File: config.mk
export PLATFORM = sky130hd
export DESIGN_NAME = jtkunio_rom_arb2
export DESIGN_NICKNAME = d
export VERILOG_FILES = /design/src/rtl/jtkunio_rom_arb2.sv
export SDC_FILE = /design/constraint.sdc
export NUM_CORES = 1
export LEC_CHECK = 0
export CAP_MARGIN = 30
export CORE_MARGIN = 5
export CORE_UTILIZATION = 40
export DETAILED_ROUTE_END_ITERATION = 6
export SYNTH_ARGS = -nofsm -noshare
export SYNTH_HDL_FRONTEND = slang
export SYNTH_HIERARCHICAL = 1
export SYNTH_SLANG_ARGS = --single-unit
File: constraint.sdc
create_clock -name clk -period 7.8 [get_ports clk]
set_input_delay 1.17 -clock clk [delete_from_list [all_inputs] [get_ports clk]]
set_output_delay 1.17 -clock clk [all_outputs]
set_load 0.02 [all_outputs]
File: src/rtl/jtkunio_rom_arb2.sv
// Two-slot ROM fetch arbiter for one SDRAM bank: one-entry cache per slot, misses become
// single SDRAM reads, 16-bit controller words are reassembled into 8/16/32-bit slot data.

module jtkunio_rom_arb2_slot #(
  parameter int          AW     = 14,
  parameter int          DW     = 32,
  parameter logic [21:0] OFFSET = 22'h0,
  parameter int          CW     = 32
) (
  input  logic          clk,
  input  logic          rst_n,
  input  logic          cs,
  input  logic [AW-1:0] addr,
  input  logic          start,
  input  logic          fill_we,
  input  logic [CW-1:0] fill_data,
  output logic [DW-1:0] dout,
  output logic          ok,
  output logic          pend,
  output logic [21:0]   map_addr
);
  // Byte slots cache a whole 16-bit word, so addr[0] is not part of the tag
  localparam int TW = (DW == 8) ? AW - 1 : AW;

  logic [TW-1:0] tag_q;
  logic [TW-1:0] ltag_q;
  logic [TW-1:0] cur_tag;
  logic          valid_q;
  logic          hit;
  logic [CW-1:0] data_q;

  assign cur_tag = addr[AW-1 -: TW];
  assign hit     = valid_q && (tag_q == cur_tag);
  assign ok      = cs & hit;
  assign pend    = cs & ~hit;

  generate
    if (DW == 8) begin : g_byte
      assign map_addr = OFFSET + 22'(addr[AW-1:1]);
      assign dout     = addr[0] ? data_q[15:8] : data_q[7:0];
    end else if (DW == 16) begin : g_half
      assign map_addr = OFFSET + 22'(addr);
      assign dout     = data_q;
    end else begin : g_word
      assign map_addr = OFFSET + 22'({addr, 1'b0});
      assign dout     = data_q;
    end
  endgenerate

  always_ff @(posedge clk or negedge rst_n) begin
    if (!rst_n) begin
      tag_q   <= '0;
      ltag_q  <= '0;
      valid_q <= 1'b0;
      data_q  <= '0;
    end else begin
      if (start) ltag_q <= cur_tag;
      if (fill_we) begin
        tag_q   <= ltag_q;
        valid_q <= 1'b1;
        data_q  <= fill_data;
      end
    end
  end
endmodule

module jtkunio_rom_arb2 #(
  parameter int          SLOT0_AW     = 14,
  parameter int          SLOT0_DW     = 32,
  parameter logic [21:0] SLOT0_OFFSET = 22'h0,
  parameter int          SLOT1_AW     = 17,
  parameter int          SLOT1_DW     = 32,
  parameter logic [21:0] SLOT1_OFFSET = 22'h0
) (
  input  logic                clk,
  input  logic                rst_n,
  input  logic                slot0_cs,
  input  logic                slot1_cs,
  input  logic [SLOT0_AW-1:0] slot0_addr,
  input  logic [SLOT1_AW-1:0] slot1_addr,
  output logic [SLOT0_DW-1:0] slot0_dout,
  output logic [SLOT1_DW-1:0] slot1_dout,
  output logic                slot0_ok,
  output logic                slot1_ok,
  output logic [21:0]         sdram_addr,
  output logic                sdram_req,
  input  logic                sdram_ack,
  input  logic                data_dst,
  input  logic                data_rdy,
  input  logic [15:0]         data_read
);
  localparam int CW0 = (SLOT0_DW == 32) ? 32 : 16;
  localparam int CW1 = (SLOT1_DW == 32) ? 32 : 16;

  typedef enum logic [1:0] {IDLE, WAIT_ACK, WAIT_DATA} state_t;

  state_t         state_q, state_d;
  logic           pend0, pend1, pick;
  logic           start0, start1, fill_done, fill_we0, fill_we1;
  logic           sel_q, last_q, wcnt_q;
  logic [15:0]    buf_q;
  logic [21:0]    addr_q, map0, map1;
  logic [CW0-1:0] fill0;
  logic [CW1-1:0] fill1;

  jtkunio_rom_arb2_slot #(
    .AW(SLOT0_AW), .DW(SLOT0_DW), .OFFSET(SLOT0_OFFSET), .CW(CW0)
  ) u_slot0 (
    .clk(clk), .rst_n(rst_n), .cs(slot0_cs), .addr(slot0_addr),
    .start(start0), .fill_we(fill_we0), .fill_data(fill0),
    .dout(slot0_dout), .ok(slot0_ok), .pend(pend0), .map_addr(map0)
  );

  jtkunio_rom_arb2_slot #(
    .AW(SLOT1_AW), .DW(SLOT1_DW), .OFFSET(SLOT1_OFFSET), .CW(CW1)
  ) u_slot1 (
    .clk(clk), .rst_n(rst_n), .cs(slot1_cs), .addr(slot1_addr),
    .start(start1), .fill_we(fill_we1), .fill_data(fill1),
    .dout(slot1_dout), .ok(slot1_ok), .pend(pend1), .map_addr(map1)
  );

  // On a tie the slot that did not complete the last fill goes first
  assign pick = (pend0 & pend1) ? ~last_q : pend1;

  always_ff @(posedge clk or negedge rst_n) begin
    if (!rst_n) state_q <= IDLE;
    else        state_q <= state_d;
  end

  always_comb begin
    state_d = state_q;
    case (state_q)
      IDLE:      if (pend0 | pend1)        state_d = WAIT_ACK;
      WAIT_ACK:  if (sdram_ack)            state_d = WAIT_DATA;
      WAIT_DATA: if (data_dst && data_rdy) state_d = IDLE;
      default:                             state_d = IDLE;
    endcase
  end

  always_comb begin
    sdram_req = 1'b0;
    start0    = 1'b0;
    start1    = 1'b0;
    fill_done = 1'b0;
    case (state_q)
      IDLE: begin
        start0 = (pend0 | pend1) & ~pick;
        start1 = (pend0 | pend1) & pick;
      end
      WAIT_ACK:  sdram_req = 1'b1;
      WAIT_DATA: fill_done = data_dst & data_rdy;
      default: ;
    endcase
    fill_we0 = fill_done & ~sel_q;
    fill_we1 = fill_done & sel_q;
  end

  always_ff @(posedge clk or negedge rst_n) begin
    if (!rst_n) begin
      sel_q  <= 1'b0;
      last_q <= 1'b1;
      wcnt_q <= 1'b0;
      buf_q  <= '0;
      addr_q <= '0;
    end else begin
      if (start0 | start1) begin
        sel_q  <= pick;
        addr_q <= pick ? map1 : map0;
      end
      if (state_q == WAIT_ACK && sdram_ack) wcnt_q <= 1'b0;
      if (state_q == WAIT_DATA && data_dst) begin
        if (!wcnt_q) buf_q <= data_read;
        wcnt_q <= 1'b1;
      end
      if (fill_done) last_q <= sel_q;
    end
  end

  // The final word is taken straight off the bus since it coincides with data_rdy
  generate
    if (CW0 == 32) begin : g_fill0_w
      assign fill0 = {data_read, buf_q};
    end else begin : g_fill0_h
      assign fill0 = wcnt_q ? buf_q : data_read;
    end
    if (CW1 == 32) begin : g_fill1_w
      assign fill1 = {data_read, buf_q};
    end else begin : g_fill1_h
      assign fill1 = wcnt_q ? buf_q : data_read;
    end
  endgenerate

  assign sdram_addr = addr_q;
endmodule
## Yosys cells after proc, flatten, opt, wreduce, memory -nomap -nowiden

Cells that the tools add are included.

- Muxes and demuxes: 12
- Reduce and logical (&&, ||, !) cells: 9
- Bitwise logic cells: 18
- Equality and inequality tests: 7

Operators with widths:

| cell | count |
|---|---|
| 18-bit 2-to-1 mux | 1 |
| 17-bit equality test | 1 |
| 14-bit equality test | 1 |
| 1-bit AND | 10 |
| 1-bit 2-to-1 mux | 7 |
| 2-bit 2-to-1 mux | 3 |
| 2-bit != test (second input constant) | 3 |
| 1-bit NOT | 6 |
| 2-bit case mux with 3 select lines | 1 |
| 1-bit logical AND | 5 |
| 3-bit AND reduction | 1 |
| 2-bit by 1-bit equality test with 1-bit output (second input constant) | 1 |
| 2-bit equality test (second input constant) | 1 |
| 2-bit zero test | 1 |
| 1-bit bitwise OR | 2 |
| 2-bit AND reduction | 1 |
| 2-bit nonzero test | 1 |

- Flip-flop bits (word level): 171

## Depth between registers and ports, before layout

- Depth in word-level cells: 10
- Depth in mapped cells: 11
- Gate-level depth less buffers: 7

## Hierarchy

Netlist, hierarchy kept.

By module, submodules not included:

| module | area an instance (um^2) | instances | sequential area each (um^2) | cells each |
|---|---|---|---|---|
| jtkunio_rom_arb2_slot at u_slot1 | 2832.7 | 1 | 1676.6 | 190 |
| jtkunio_rom_arb2_slot at u_slot0 | 2597.5 | 1 | 1526.5 | 172 |
| jtkunio_rom_arb2 | 1983.2 | 1 | 1077.3 | 133 |

## Worst setup path after synthesis

No wires, ideal clock.

- Path type: input-to-reg
- Start: in slot0_addr[2]
- End: reg u_slot1.ltag_q[10]
- Stages: 11
- Setup slack: 4523 ps
- Arrival time: 3152 ps
- Buffers on the path: 4
- Required time: 7675 ps
- Cells stage by stage: xnor2_1 > nand4_1 > nor4_2 > nor2b_1 > a21bo_1 > buf_6 > buf_6 > nor3_1 > buf_2 > buf_2 > mux2_2

- Word-level cells in the longest chain between the ends: 8
- Elaborated cells on any way between the ends: 9

RTL lines:

| what | RTL line | text |
|---|---|---|
| start, declared | 79 | `input logic [SLOT0_AW-1:0] slot0_addr,` |
| 14-bit equality test * | 33 | `assign hit = valid_q && (tag_q == cur_tag);` |
| 1-bit logical AND * | 33 |  |
| 1-bit NOT * | 35 | `assign pend = cs & ~hit;` |
| 1-bit AND * | 35 |  |
| via pend0 | 98 | `logic pend0, pend1, pick;` |
| 1-bit AND | 123 | `assign pick = (pend0 & pend1) ? ~last_q : pend1;` |
| 1-bit 2-to-1 mux | 123 |  |
| 1-bit AND * | 148 | `start1 = (pend0 \| pend1) & pick;` |
| 1-bit 2-to-1 mux * | 145 | `case (state_q)` |
| via start1 | 99 | `logic start0, start1, fill_done, fill_we0, fill_we1;` |
| end signal, assigned | 57 | `if (start) ltag_q <= cur_tag;` |
| end, declared | 26 | `logic [TW-1:0] ltag_q;` |

The timed path passes the listed nets; every way through them passes the cells marked *.
A chain may end at the register's enable or synchronous reset.

## Worst setup path after layout

- Start: in slot0_addr[11]
- End: out slot0_ok

- Word-level cells in the longest chain between the ends: 3

RTL lines:

| what | RTL line | text |
|---|---|---|
| 14-bit equality test | 33 |  |
| 1-bit logical AND | 33 |  |
| 1-bit AND | 34 | `assign ok = cs & hit;` |
| end, declared | 83 | `output logic slot0_ok,` |

No other way between the ends.

==> flow_summary.ini <==
[floorplan]
dieArea_um2 = 21400
rows = 49
core_um2 = 18100
io_pins = 143
start_util_pct = 41.0
die_w_um = 146
die_y_um = 146

[logic_synthesis]
synth-seq-cells = 171
yosysMostFrequentCell = dfrtp_1
synthSimpleGateAreaFrac_pct = 2.31
yosys.cell_types.count = 33
synth_area_per_cell_um2 = 15.0
synth_common_cells = 170 x dfrtp_1, 169 x mux2_2, 46 x buf_4
synth_top_cell_area_share_pct = 57.4
synth_area_um2 = 7410
yosys_warnings = 6
synthXorXnorAreaFrac_pct = 3.66
muxShareOfSynthArea_pct = 28.9
synth_compound_area_share_pct = 0.743
synthCells = 495
async_reset_ff_share_pct = 100
yosysTopAreaCell = dfrtp_1
synth_area_leaders = dfrtp_1 57%, mux2_2 26%, buf_4 4.7%, xnor2_1 3.2%, mux2_4 2.0%
synth_top_family_by_area = multiplexers
synthAdderAreaFrac_pct = 0
ys.flop_type = dfrtp_1
seq_area_frac_synth_pct = 57.7
synth_edf_count = 0

[power_and_ir_drop]
power.internal_mw = 2.53
power_switching_mw = 1.16
pwr-share-comb_pct = 37.2
total_power_mw = 3.69
powerDensity_nw_per_um2 = 395
leakagePower_nw = 4.01
ir_drop_mv = 0.202
p_seq_share_pct = 41.2
swShare_pct = 31.5
clockPowerShare_pct = 21.5

[setup_path]
r2r_setup_slack_ns = 4.55
crit_fanout = 3
cp-end-kind = output port
cp.required_ns = 6.63
ff2ff_path_depth = 9
worst-setup-path-type = input port to output port
start_kind = input port
cp_data_arrival_time_ns = 3.21

[timing]
setup_tns_ns = 0
hold_viol_final = 0
finalWorstPathRequiredPeriod_ns = 4.38
tightest_slew_ns = 0.950
rsz0062_at_grt = false
drv_slew = 0
clock_skew_ns = 0.00856
slew_headroom_pct = 36.4
setup-violations-final = 0
fmax_mhz = 228
fin_crit_sh_pct = 56.2

[cts]
htree_num_levels = 4
cts_buffers = 17
post_cts_buffers = 0
cts_hold_repair.buffers = 0
cts.sinks = 171
clk_pin_slew_ns = 0.06
ctsResizeCount = 0
cts_tree = done
cts_root_buf = clkbuf_16
clock_latency_ns = 0.41
cts_buffer_depth = 2

[grt]
grt.total_usage_pct = 15.6
overflow = 0
antenna_found_initial = 0
grt_max_degree = 69
grt_pass1_vias = 4691
grt_pass1_wl_um = 26300

[routing]
first_pass_iters = 4
ant_nets = 0
viasPerCell = 4.89
num_vias = 4166
routed_wl_um = 16200
drc = 0
wl_per_cell_um = 19.0
drtIter0Drc = 138

[finish]
synthToLayoutAreaGrowth_pct = 25.9
drive_gt1_share_pct = 36.3
seq_area_um2 = 4280
multi_input_area_um2 = 2710
diodes = 0
final_nets = 664
n_fill_cell = 1499

[placement]
io_buffers = 142
hpwl_um = 11400
gp_congestion = 0.731

[worst_hold_path]
worstHoldPathType = flop to flop
holdPathStages = 1

[flow_run]
cap_violations = 0

[run_status]
status = complete, no violations
==> path summary, 6_finish.rpt <==
check	startpoint	endpoint
min in group asynchronous	rst_n	u_slot0/valid_q
worst min register to register	u_slot1/valid_q	u_slot1/valid_q
max in group asynchronous	rst_n	u_slot1/dout[15]
worst max-delay path	slot0_addr[11]	slot0_ok
worst min-delay path	u_slot1/valid_q	u_slot1/valid_q
worst max register to register	u_slot1/tag_q[16]	u_slot0/ltag_q[11]
==> sequential cells by signal (all words and copies together) (netlist names) <==
name             cells
u_slot1/dout        32
wcnt_q               1
buf_q               16
u_slot0/dout        32
u_slot1/tag_q       17
u_slot0/ltag_q      14
u_slot1/ltag_q      17
u_slot1/valid_q      1
u_slot0/valid_q      1
last_q               1
u_slot0/tag_q       14
sel_q                1
sdram_addr          22
state_q              2
==> metal layers <==
| metal | GRT usage, % | wire length, um |
|---|---|---|
| met1 | 19.2 | 6960 |
| met2 | 24.8 | 7620 |
| met3 | 7.47 | 1380 |
| met4 | 4.33 | 240 |
| met5 | 0 | 0 |
==> power by group through the flow <==
stage	Combinational [mW]	Sequential (mW)	Clock, mW
2_1_floorplan	0.611	1.71	0
3_3_place_gp	1.37	1.51	0
3_5_place_dp	1.39	1.54	0
4_1_cts	1.40	1.53	0.820
5_1_grt	1.47	1.57	0.864
6_report	1.37	1.52	0.793
==> worst max-delay path: stages <==
cell and delay [ns]:
clkdlybuf4s50_1 0.64, xnor2_1 0.16, nand4_1 0.15, nor4_2 0.27
and2_1 0.21, clkdlybuf4s50_1 0.62
==> metrics by stage <==
| step | util (%) | area, um^2 | std cells | hold slack, ns | setup WS (ns) |
|---|---|---|---|---|---|
| 2_1_floorplan | - | 7450 | 506 | 0.430 | 4.52 |
| 3_3_place_gp | 48.5 | 8760 | 819 | 0.445 | 2.92 |
| 3_5_place_dp | 48.5 | 8770 | 820 | 0.463 | 3.14 |
| 4_1_cts | 51.6 | 9330 | 852 | 0.477 | 3.41 |
| 5_1_grt | 51.6 | 9330 | 852 | 0.491 | 3.29 |
| 6_report | 51.6 | 9330 | 852 | 0.485 | 3.42 |
==> cell usage in the layout (no fill, tap or decap), types with 2 or more instances in the layout <==
master and instances:
clkinv_2 3, clkinvlp_4 4, clkbuf_16 17, inv_1 2
nor2_4 2, conb_1 13, nor2b_1 4, dfrtp_1 170
or2_2 2, mux2_1 8, nand4_1 6, buf_4 7
xnor2_1 27, mux2_2 169, buf_6 2, clkdlybuf4s50_1 141
and3_1 2, clkbuf_8 2, mux2_4 10, clkbuf_1 3
o21ai_0 2, nand3_1 2, xor2_1 4, nand2_1 3
==> logic make-up (layout without fill, tap and decap cells) <==
family / Yosys count / in the layout
AOI/OAI and AO/OA: 8 / 8
buffers and inverters: 67 / 184
muxes: 187 / 187
DFF: 171 / 171
other: 2 / 13
xor gates and xnor gates: 31 / 31
and+or+nand+nor: 29 / 29
==> layout make-up <==
type	instances	share of cell area (%)
flip-flops and latches	171	45.9
clock buffers	22	4.97
well taps	229	3.07
inverters	2	0.0805
repair buffers	150	15.9
clock inverters	10	0.992
multi-input cells	268	29.1
Note: power is estimated with default switching activity, not from simulation.
